File: config.mk
export PLATFORM = sky130hd
export DESIGN_NAME = fifo_v2
export DESIGN_NICKNAME = d
export VERILOG_FILES = /design/src/rtl/fifo_pkg.sv /design/src/rtl/fifo_wrap_ptr.sv /design/src/rtl/fifo_v2.sv
export SDC_FILE = /design/constraint.sdc
export NUM_CORES = 1
export LEC_CHECK = 0
export BUFFER_PORTS_ARGS = -buffer_cell sky130_fd_sc_hd__buf_2
export CAP_MARGIN = 5
export CORE_MARGIN = 5
export CORE_UTILIZATION = 43
export DETAILED_ROUTE_END_ITERATION = 8
export HOLD_SLACK_MARGIN = 0.02
export PLACE_DENSITY_LB_ADDON = 0.25
export RECOVER_POWER = 50
export SLEW_MARGIN = 25
export SYNTH_ARGS = -nofsm -noshare
export SYNTH_HDL_FRONTEND = slang
export SYNTH_SLANG_ARGS = --single-unit
File: constraint.sdc
create_clock -name clk_i -period 5.5 [get_ports clk_i]
set_clock_uncertainty 0.15 [all_clocks]
set_input_delay 1.1 -clock clk_i [delete_from_list [all_inputs] [get_ports clk_i]]
set_output_delay 1.1 -clock clk_i [all_outputs]
set_load 0.02 [all_outputs]
File: src/rtl/fifo_pkg.sv
// Shared helpers and types for the fifo_v2 family: pointer sizing, wrap-around
// increment for arbitrary depths, and a bundled status record.
package fifo_pkg;

    typedef struct packed {
        logic full;
        logic empty;
        logic afull;
        logic aempty;
        logic ovf;
        logic udf;
    } fifo_status_t;

    function automatic int ptr_width(input int depth);
        return (depth > 1) ? $clog2(depth) : 1;
    endfunction

    // Explicit compare so non-power-of-two depths wrap correctly.
    function automatic int unsigned next_ptr(input int unsigned ptr, input int unsigned depth);
        return (ptr == depth - 1) ? 32'd0 : ptr + 32'd1;
    endfunction

endpackage

File: src/rtl/fifo_wrap_ptr.sv
// Modulo-DEPTH pointer register used for both the read and write side of fifo_v2.
module fifo_wrap_ptr
    import fifo_pkg::*;
#(
    parameter int DEPTH = 8,
    parameter int PTR_W = ptr_width(DEPTH)
) (
    input  logic             clk_i,
    input  logic             rst_i,
    input  logic             clr,
    input  logic             inc,
    output logic [PTR_W-1:0] ptr
);

    logic [PTR_W-1:0] ptr_q;
    logic [PTR_W-1:0] ptr_d;

    always_comb begin
        ptr_d = ptr_q;
        if (clr) begin
            ptr_d = '0;
        end else if (inc) begin
            ptr_d = PTR_W'(next_ptr(32'(ptr_q), DEPTH));
        end
    end

    always_ff @(posedge clk_i) begin
        if (rst_i) begin
            ptr_q <= '0;
        end else begin
            ptr_q <= ptr_d;
        end
    end

    assign ptr = ptr_q;

endmodule

File: src/rtl/fifo_v2.sv
// Synchronous FIFO with arbitrary depth, optional fall-through, programmable
// almost-full/almost-empty thresholds and sticky overflow/underflow flags.
module fifo_v2
    import fifo_pkg::*;
#(
    parameter int DATA_WIDTH   = 32,
    parameter int DEPTH        = 8,
    parameter int FALL_THROUGH = 0,
    parameter int AFULL_THR    = DEPTH - 1,
    parameter int AEMPTY_THR   = 1,
    parameter int PTR_W        = ptr_width(DEPTH)
) (
    input  logic                  clk_i,
    input  logic                  rst_i,
    input  logic                  flush_i,
    input  logic [DATA_WIDTH-1:0] dat_i,
    input  logic                  push_i,
    input  logic                  pop_i,
    output logic [DATA_WIDTH-1:0] dat_o,
    output logic                  full_o,
    output logic                  empty_o,
    output logic                  almost_full_o,
    output logic                  almost_empty_o,
    output logic [PTR_W:0]        cnt_o,
    output logic                  ovf_o,
    output logic                  udf_o
);

    if (DEPTH < 1) begin : g_bad_depth
        $error("fifo_v2: DEPTH must be >= 1");
    end
    if (DATA_WIDTH < 1) begin : g_bad_width
        $error("fifo_v2: DATA_WIDTH must be >= 1");
    end
    if (AFULL_THR < 1 || AFULL_THR > DEPTH) begin : g_bad_afull
        $error("fifo_v2: AFULL_THR out of range 1..DEPTH");
    end
    if (AEMPTY_THR < 0 || AEMPTY_THR > DEPTH - 1) begin : g_bad_aempty
        $error("fifo_v2: AEMPTY_THR out of range 0..DEPTH-1");
    end

    localparam bit           FT       = (FALL_THROUGH != 0);
    localparam logic [PTR_W:0] DEPTH_C  = (PTR_W+1)'(DEPTH);
    localparam logic [PTR_W:0] AFULL_C  = (PTR_W+1)'(AFULL_THR);
    localparam logic [PTR_W:0] AEMPTY_C = (PTR_W+1)'(AEMPTY_THR);
    localparam logic [PTR_W:0] CNT_ONE  = (PTR_W+1)'(1);

    logic [DATA_WIDTH-1:0] mem_q [DEPTH];
    logic [PTR_W:0]        count_q, count_d;
    logic                  ovf_q, ovf_d;
    logic                  udf_q, udf_d;
    logic [PTR_W-1:0]      wr_ptr, rd_ptr;

    logic cnt_zero, full, bypass, push_acc, wr_en, rd_en;

    always_comb begin
        cnt_zero = (count_q == '0);
        full     = (count_q == DEPTH_C);
        // Fall-through with push and pop on an empty FIFO hands dat_i straight out.
        bypass   = FT && cnt_zero && push_i && pop_i;
        empty_o  = (FT && cnt_zero) ? ~push_i : cnt_zero;
        push_acc = push_i & ~full;
        wr_en    = push_acc & ~bypass & ~flush_i;
        rd_en    = pop_i & ~cnt_zero & ~flush_i;
    end

    always_comb begin
        count_d = count_q;
        ovf_d   = ovf_q | (push_i & full);
        udf_d   = udf_q | (pop_i & empty_o);
        if (flush_i) begin
            count_d = '0;
            ovf_d   = 1'b0;
            udf_d   = 1'b0;
        end else begin
            case ({wr_en, rd_en})
                2'b10:   count_d = count_q + CNT_ONE;
                2'b01:   count_d = count_q - CNT_ONE;
                default: count_d = count_q;
            endcase
        end
    end

    always_ff @(posedge clk_i) begin
        if (rst_i) begin
            count_q <= '0;
            ovf_q   <= 1'b0;
            udf_q   <= 1'b0;
        end else begin
            count_q <= count_d;
            ovf_q   <= ovf_d;
            udf_q   <= udf_d;
        end
    end

    // Storage is deliberately left unreset; contents are meaningless while empty.
    always_ff @(posedge clk_i) begin
        if (!rst_i && wr_en) begin
            mem_q[wr_ptr] <= dat_i;
        end
    end

    fifo_wrap_ptr #(.DEPTH(DEPTH), .PTR_W(PTR_W)) u_wr_ptr (
        .clk_i (clk_i),
        .rst_i (rst_i),
        .clr   (flush_i),
        .inc   (wr_en),
        .ptr   (wr_ptr)
    );

    fifo_wrap_ptr #(.DEPTH(DEPTH), .PTR_W(PTR_W)) u_rd_ptr (
        .clk_i (clk_i),
        .rst_i (rst_i),
        .clr   (flush_i),
        .inc   (rd_en),
        .ptr   (rd_ptr)
    );

    assign dat_o          = (FT && cnt_zero) ? dat_i : mem_q[rd_ptr];
    assign full_o         = full;
    assign almost_full_o  = (count_q >= AFULL_C);
    assign almost_empty_o = (count_q <= AEMPTY_C);
    assign cnt_o          = count_q;
    assign ovf_o          = ovf_q;
    assign udf_o          = udf_q;

endmodule

---- Yosys cells after proc, flatten, opt, wreduce, memory -nomap -nowiden ----
Memories as Yosys holds them, arrays and structs flattened. A register that Yosys moved wholly into a read port is not among the register bits.
Index checks and enable logic that the tools add are counted.
W data, S select, Z words.
cells by class
  add/subtract/negate cells ............... 4
  $lt $le $gt $ge ......................... 2
  equal/unequal tests ..................... 5
  mux-type cells .......................... 7
  bitwise logic cells ..................... 11
  reduce and logical (&&, ||, !) cells .... 5
operators by type and width
  operator               number
  $mux W3                4
  $pmux W4 S2            1
  $add A3 B1 Y3 const B  2
  $and A1 B1 Y1          6
  $eq A3 B3 Y1 const B   2
  $add A4 B1 Y4 const B  1
  $eq A4 B4 Y1 const B   1
  $ge A4 B3 Y1 const B   1
  $le A4 B1 Y1 const B   1
  $logic_not A4 Y1       1
  $sub A4 B1 Y4 const B  1
  $not A1 Y1             3
  $eq A2 B1 Y1 const B   1
  $eq A2 B2 Y1 const B   1
  $mux W1                2
  $or A1 B1 Y1           2
  $reduce_bool A2 Y1     1
  $reduce_or A2 Y1       1
  $logic_and A1 B1 Y1    1
  $logic_not A1 Y1       1
storage, ports and cells
  flip-flop bits (word level) ............. 12
  memory bits (writable) .................. 256
  input bits .............................. 37
  output and inout bits ................... 42
  memories kept ........................... 1
memory list
  name   depth  width  read ports  clocked after memory_dff  write ports  RTL line       RTL
  mem_q  8      32     1           1                         1            fifo_v2.sv:48  logic [DATA_WIDTH-1:0] mem_q [DEPTH];

---- Logic depth before layout (Yosys ltp) ----
  depth after elaboration ................. 7
  gate-level depth with buffers ........... 9
  gate-level depth less buffers ........... 9

---- Cells and area by module ----
Synthesis repeated with hierarchy kept, for this count alone.
second synthesis, totals
  cells, all modules ...................... 453
  area, all modules ....................... 10431.3 sq um
modules (own cells, without submodules)
  module         times used  cells an instance  area an instance (sq um)  sequential area each (sq um)
  fifo_v2        1           427                10133.5                   7807.5
  fifo_wrap_ptr  2           13                 148.9                     60.1

---- Worst setup path after synthesis ----
No wires, ideal clock.
  path type ............................... input to register
  start point ............................. input flush_i
  end point ............................... memory mem_q[0][0] (enable)
  setup time .............................. 461 ps
  arrival time ............................ 4069 ps
  data required time ...................... 4889 ps
  path slack .............................. 820 ps
  stages .................................. 3
  cells stage by stage .................... or2_2 -> or4_4 -> nor3_1
between the ends
  word-level cells in the longest chain between the ends .. 5
RTL lines
  element                        RTL line       RTL
  start, declared                fifo_v2.sv:15  input logic flush_i,
  $not A1 Y1                     fifo_v2.sv:63  wr_en = push_acc & ~bypass & ~flush_i;
  $and A1 B1 Y1                  fifo_v2.sv:63
  $logic_and A1 B1 Y1            fifo_v2.sv:98  if (!rst_i && wr_en) begin
  $mux W1                        fifo_v2.sv:98
  $mux W1 (implied by the code)  fifo_v2.sv:99  mem_q[wr_ptr] <= dat_i;
  end, declared                  fifo_v2.sv:48
No other way between the ends.

==> run_results.csv <==
group,metric,value,unit
status,status,"completed",
worst_setup_path,reg2reg_from,"cnt_o[0]",
placed_design,port_buffers,78,
synth,synth_common_cells,"256 x edfxtp_1, 34 x mux4_1, 32 x mux2_2",
sta,min_period,4.13,ns
routing,wirelength,20200,um
pwr,switching_share,0.192,
pwr,p_int,3.36,mW
sta,period_share,0.752,
synth,synth_edf_count,256,
pwr,p_leak,3.89,nW
routing,drc,0,
pwr,switching_power,0.799,mW
pwr,clkPwrFrac,0.426,
run,cap_violations,0,
synth,synth_cells,459,
final_layout,post_layout_nonfiller_instances,905,
floorplan,num_rows,57,
clocking,cts-root-buf,"clkbuf_16",
synth,synth_area_per_cell,23.0,um^2
floorplan,die_w,167,um
placed_design,placedCellCount,856,
sta,tns,0,ns
routing,dr_wl_met2,10000,um
worst_setup_path,slowest_delay,0.85,ns
sta,slew_headroom,0.485,
clocking,clock_sinks,271,
routing,final_antenna_net_count,0,
worst_setup_path,critPathLaunchType,"flip-flop",
worst_setup_path,crit_arrival,2.88,ns
synth,ys_types,37,
synth,ys_seq_area_frac,0.756,
worst_setup_path,worstPathMaxFanout,38,
sta,finalWorstSetupSlack,1.37,ns
synth,synth_nets,504,
clocking,cts_made_buffers,27,
sta,hold_violations,0,
floorplan,die_h,167,um
synth,yosysMostFrequentCell,"edfxtp_1",
worst_hold_path,min_from,"ovf_o",
worst_hold_path,hp-class,"reg -> reg",
worst_setup_path,crit_buf_inv,2,
global_route,grt_max_degree,43,
routing,wl_met3,812,um
global_route,grt_pass1_vias,5336,
clocking,post-cts-setup-buffers,0,
sta,slew_violations,0,
global_route,grt_pass1_wl,31600,um
synth,ys_ff_latch,271,
routing,routed.top_layer,"met5",
clocking,path_clk_slew,0.06,ns
synth,yosysWarnings,0,
final_layout,post-route-util,0.505,
pwr,p_per_area,340,mW/mm^2
worst_setup_path,cp.required,4.25,ns
placed_design,dp_hpwl,12100,um
global_route,antenna_found_initial,1,
floorplan,start_util,0.436,
final_layout,final_nets,606,
clocking,clk_path_buf_depth,3,
global_route,overflow,0,
synth,synth.top_cells.by_area,"edfxtp_1 73%, mux4_1 8.5%, mux4_2 6.4%, mux2_2 3.4%, dfxtp_1 2.8%",
synth,synth_top_area_frac,0.727,
clocking,insertion_delay,0.52,ns
floorplan,dieArea,0.0278,mm^2
clocking,cts-htree-levels,1,
worst_setup_path,cp_cell_sequence,"buf_4 > mux4_1 > mux2_2 > buf_2",
clocking,hold_buffers,0,
sta,rsz0062_at_grt,"false",
worst_setup_path,crit_family,"multiplexers",
clocking,tritoncts,"done",
routing,num_vias,4841,
worst_setup_path,crit_cells,4,
placed_design,gp_congestion,0.745,
global_route,track_usage,0.146,
floorplan,ios,79,
worst_setup_path,end_kind,"primary output",
synth,ys.flop_type,"edfxtp_1",
sta,worst_slew_pin_slew,0.773,ns
routing,dr.pass1.iters,4,
final_layout,nFillCells,1993,
routing,drtIter0Drc,326,
pwr,p_comb_frac,0.028,
sta,fmax,242,MHz
final_layout,drive_above_1_share,0.294,
pwr,vdd_ir_drop_max,0.000231,V
final_layout,num_antenna_cells,0,
synth,synth_top_cell_by_area,"edfxtp_1",
routing,detail_route.wl_per_cell,22.3,um
worst_hold_path,whs_path_depth,2,
synth,netlist_area,0.0106,mm^2
worst_setup_path,slowest_stage,"dfxtp_4",
worst_setup_path,reg2reg_depth,7,
placed_design,post-place-ws,1.83,ns
routing,met1Wirelength,9050,um
final_layout,syn2layout_area_growth,15.8,%
sta,setup_viol,0,
floorplan,core_area,0.0242,mm^2
worst_setup_path,worst-setup-path-type,"reg -> out",
synth,synth-async-reset-ratio,0,
pwr,sequentialPowerShare,0.547,
routing,avgViaCountPerCell,5.35,
clocking,cts_resized,0,
## layout by cell type, fill, tap and decap left out, drive strengths merged, types with 2 or more instances in the layout
| master | count |
|---|---|
| xor2 | 2 |
| inv | 6 |
| bufinv | 3 |
| clkbuf | 71 |
| nor2 | 12 |
| dfxtp | 15 |
| nand3 | 2 |
| mux2 | 32 |
| nor3 | 4 |
| clkinv | 13 |
| ha | 8 |
| or4 | 3 |
| a21oi | 10 |
| nand2b | 2 |
| nand2 | 2 |
| or3 | 2 |
| mux4 | 64 |
| edfxtp | 256 |
| o21ai | 8 |
| buf | 54 |
| nand4b | 3 |
## tightest hold or removal path, stage by stage, from the launching register on
cell and delay (ns):
dfxtp_1 0.33, a21oi_1 0.04, nor2_1 0.07
## registers in the layout, summed over array words and instances (netlist names), named ones only
register,cells
ovf_o,1
mem_q,256
u_wr_ptr.ptr,3
u_rd_ptr.ptr,3
cnt_o,4
udf_o,1
## cell type report
type	instances	area, um^2	area share
flip-flops and latches	271	8000	0.653
multi-input cells	163	2420	0.198
clock buffers	33	708	0.0579
repair buffers	92	531	0.0433
well taps	324	405	0.0331
clock inverters	16	150	0.0123
inverters	6	22.5	0.00184
## path summary, 6_finish.rpt
| check | end | slack (ns) |
|---|---|---|
| hold / removal | ovf_o | 0.33 |
| setup reg to reg | mem_q[6][4] | 2.56 |
| hold reg to reg | ovf_o | 0.33 |
| setup / recovery | dat_o[21] | 1.37 |
## layer usage
layer | global-route usage | vias up
li1 | - | 2163
met1 | 0.203 | 2541
met2 | 0.241 | 111
met3 | 0.0275 | 24
met4 | 0.0356 | 2
met5 | 0 | -
## cells by family after synthesis
| kind of cell | count (synthesis) | share of synthesized area |
|---|---|---|
| adders and majority gates | 8 | 0.00947 |
| DFF | 271 | 0.756 |
| xor gates and xnor gates | 2 | 0.00166 |
| muxes | 97 | 0.183 |
| buffers and inverters | 25 | 0.0198 |
| AOI/OAI and AO/OA | 21 | 0.0111 |
| and+or+nand+nor | 35 | 0.0189 |
## power by group through the flow
stage / clock [mW] / combinational, mW / sequential [mW]
6_report: 1.77 / 0.115 / 2.27
5_1_grt: 1.92 / 0.126 / 2.27
4_1_cts: 1.83 / 0.121 / 2.27
3_5_place_dp: 0 / 0.121 / 2.32
3_3_place_gp: 0 / 0.115 / 2.32
2_1_floorplan: 0 / 0.0639 / 2.32
## stage by stage
| step | hold WS [ns] | power (mW) | area, um^2 |
|---|---|---|---|
| floorplan | 0.318 | 2.38 | 10600 |
| global placement | 0.316 | 2.43 | 11300 |
| detailed placement | 0.306 | 2.44 | 11400 |
| CTS | 0.332 | 4.22 | 12300 |
| global route | 0.369 | 4.32 | 12200 |
| finish | 0.325 | 4.16 | 12200 |
Power figures use the tool's default switching activity.
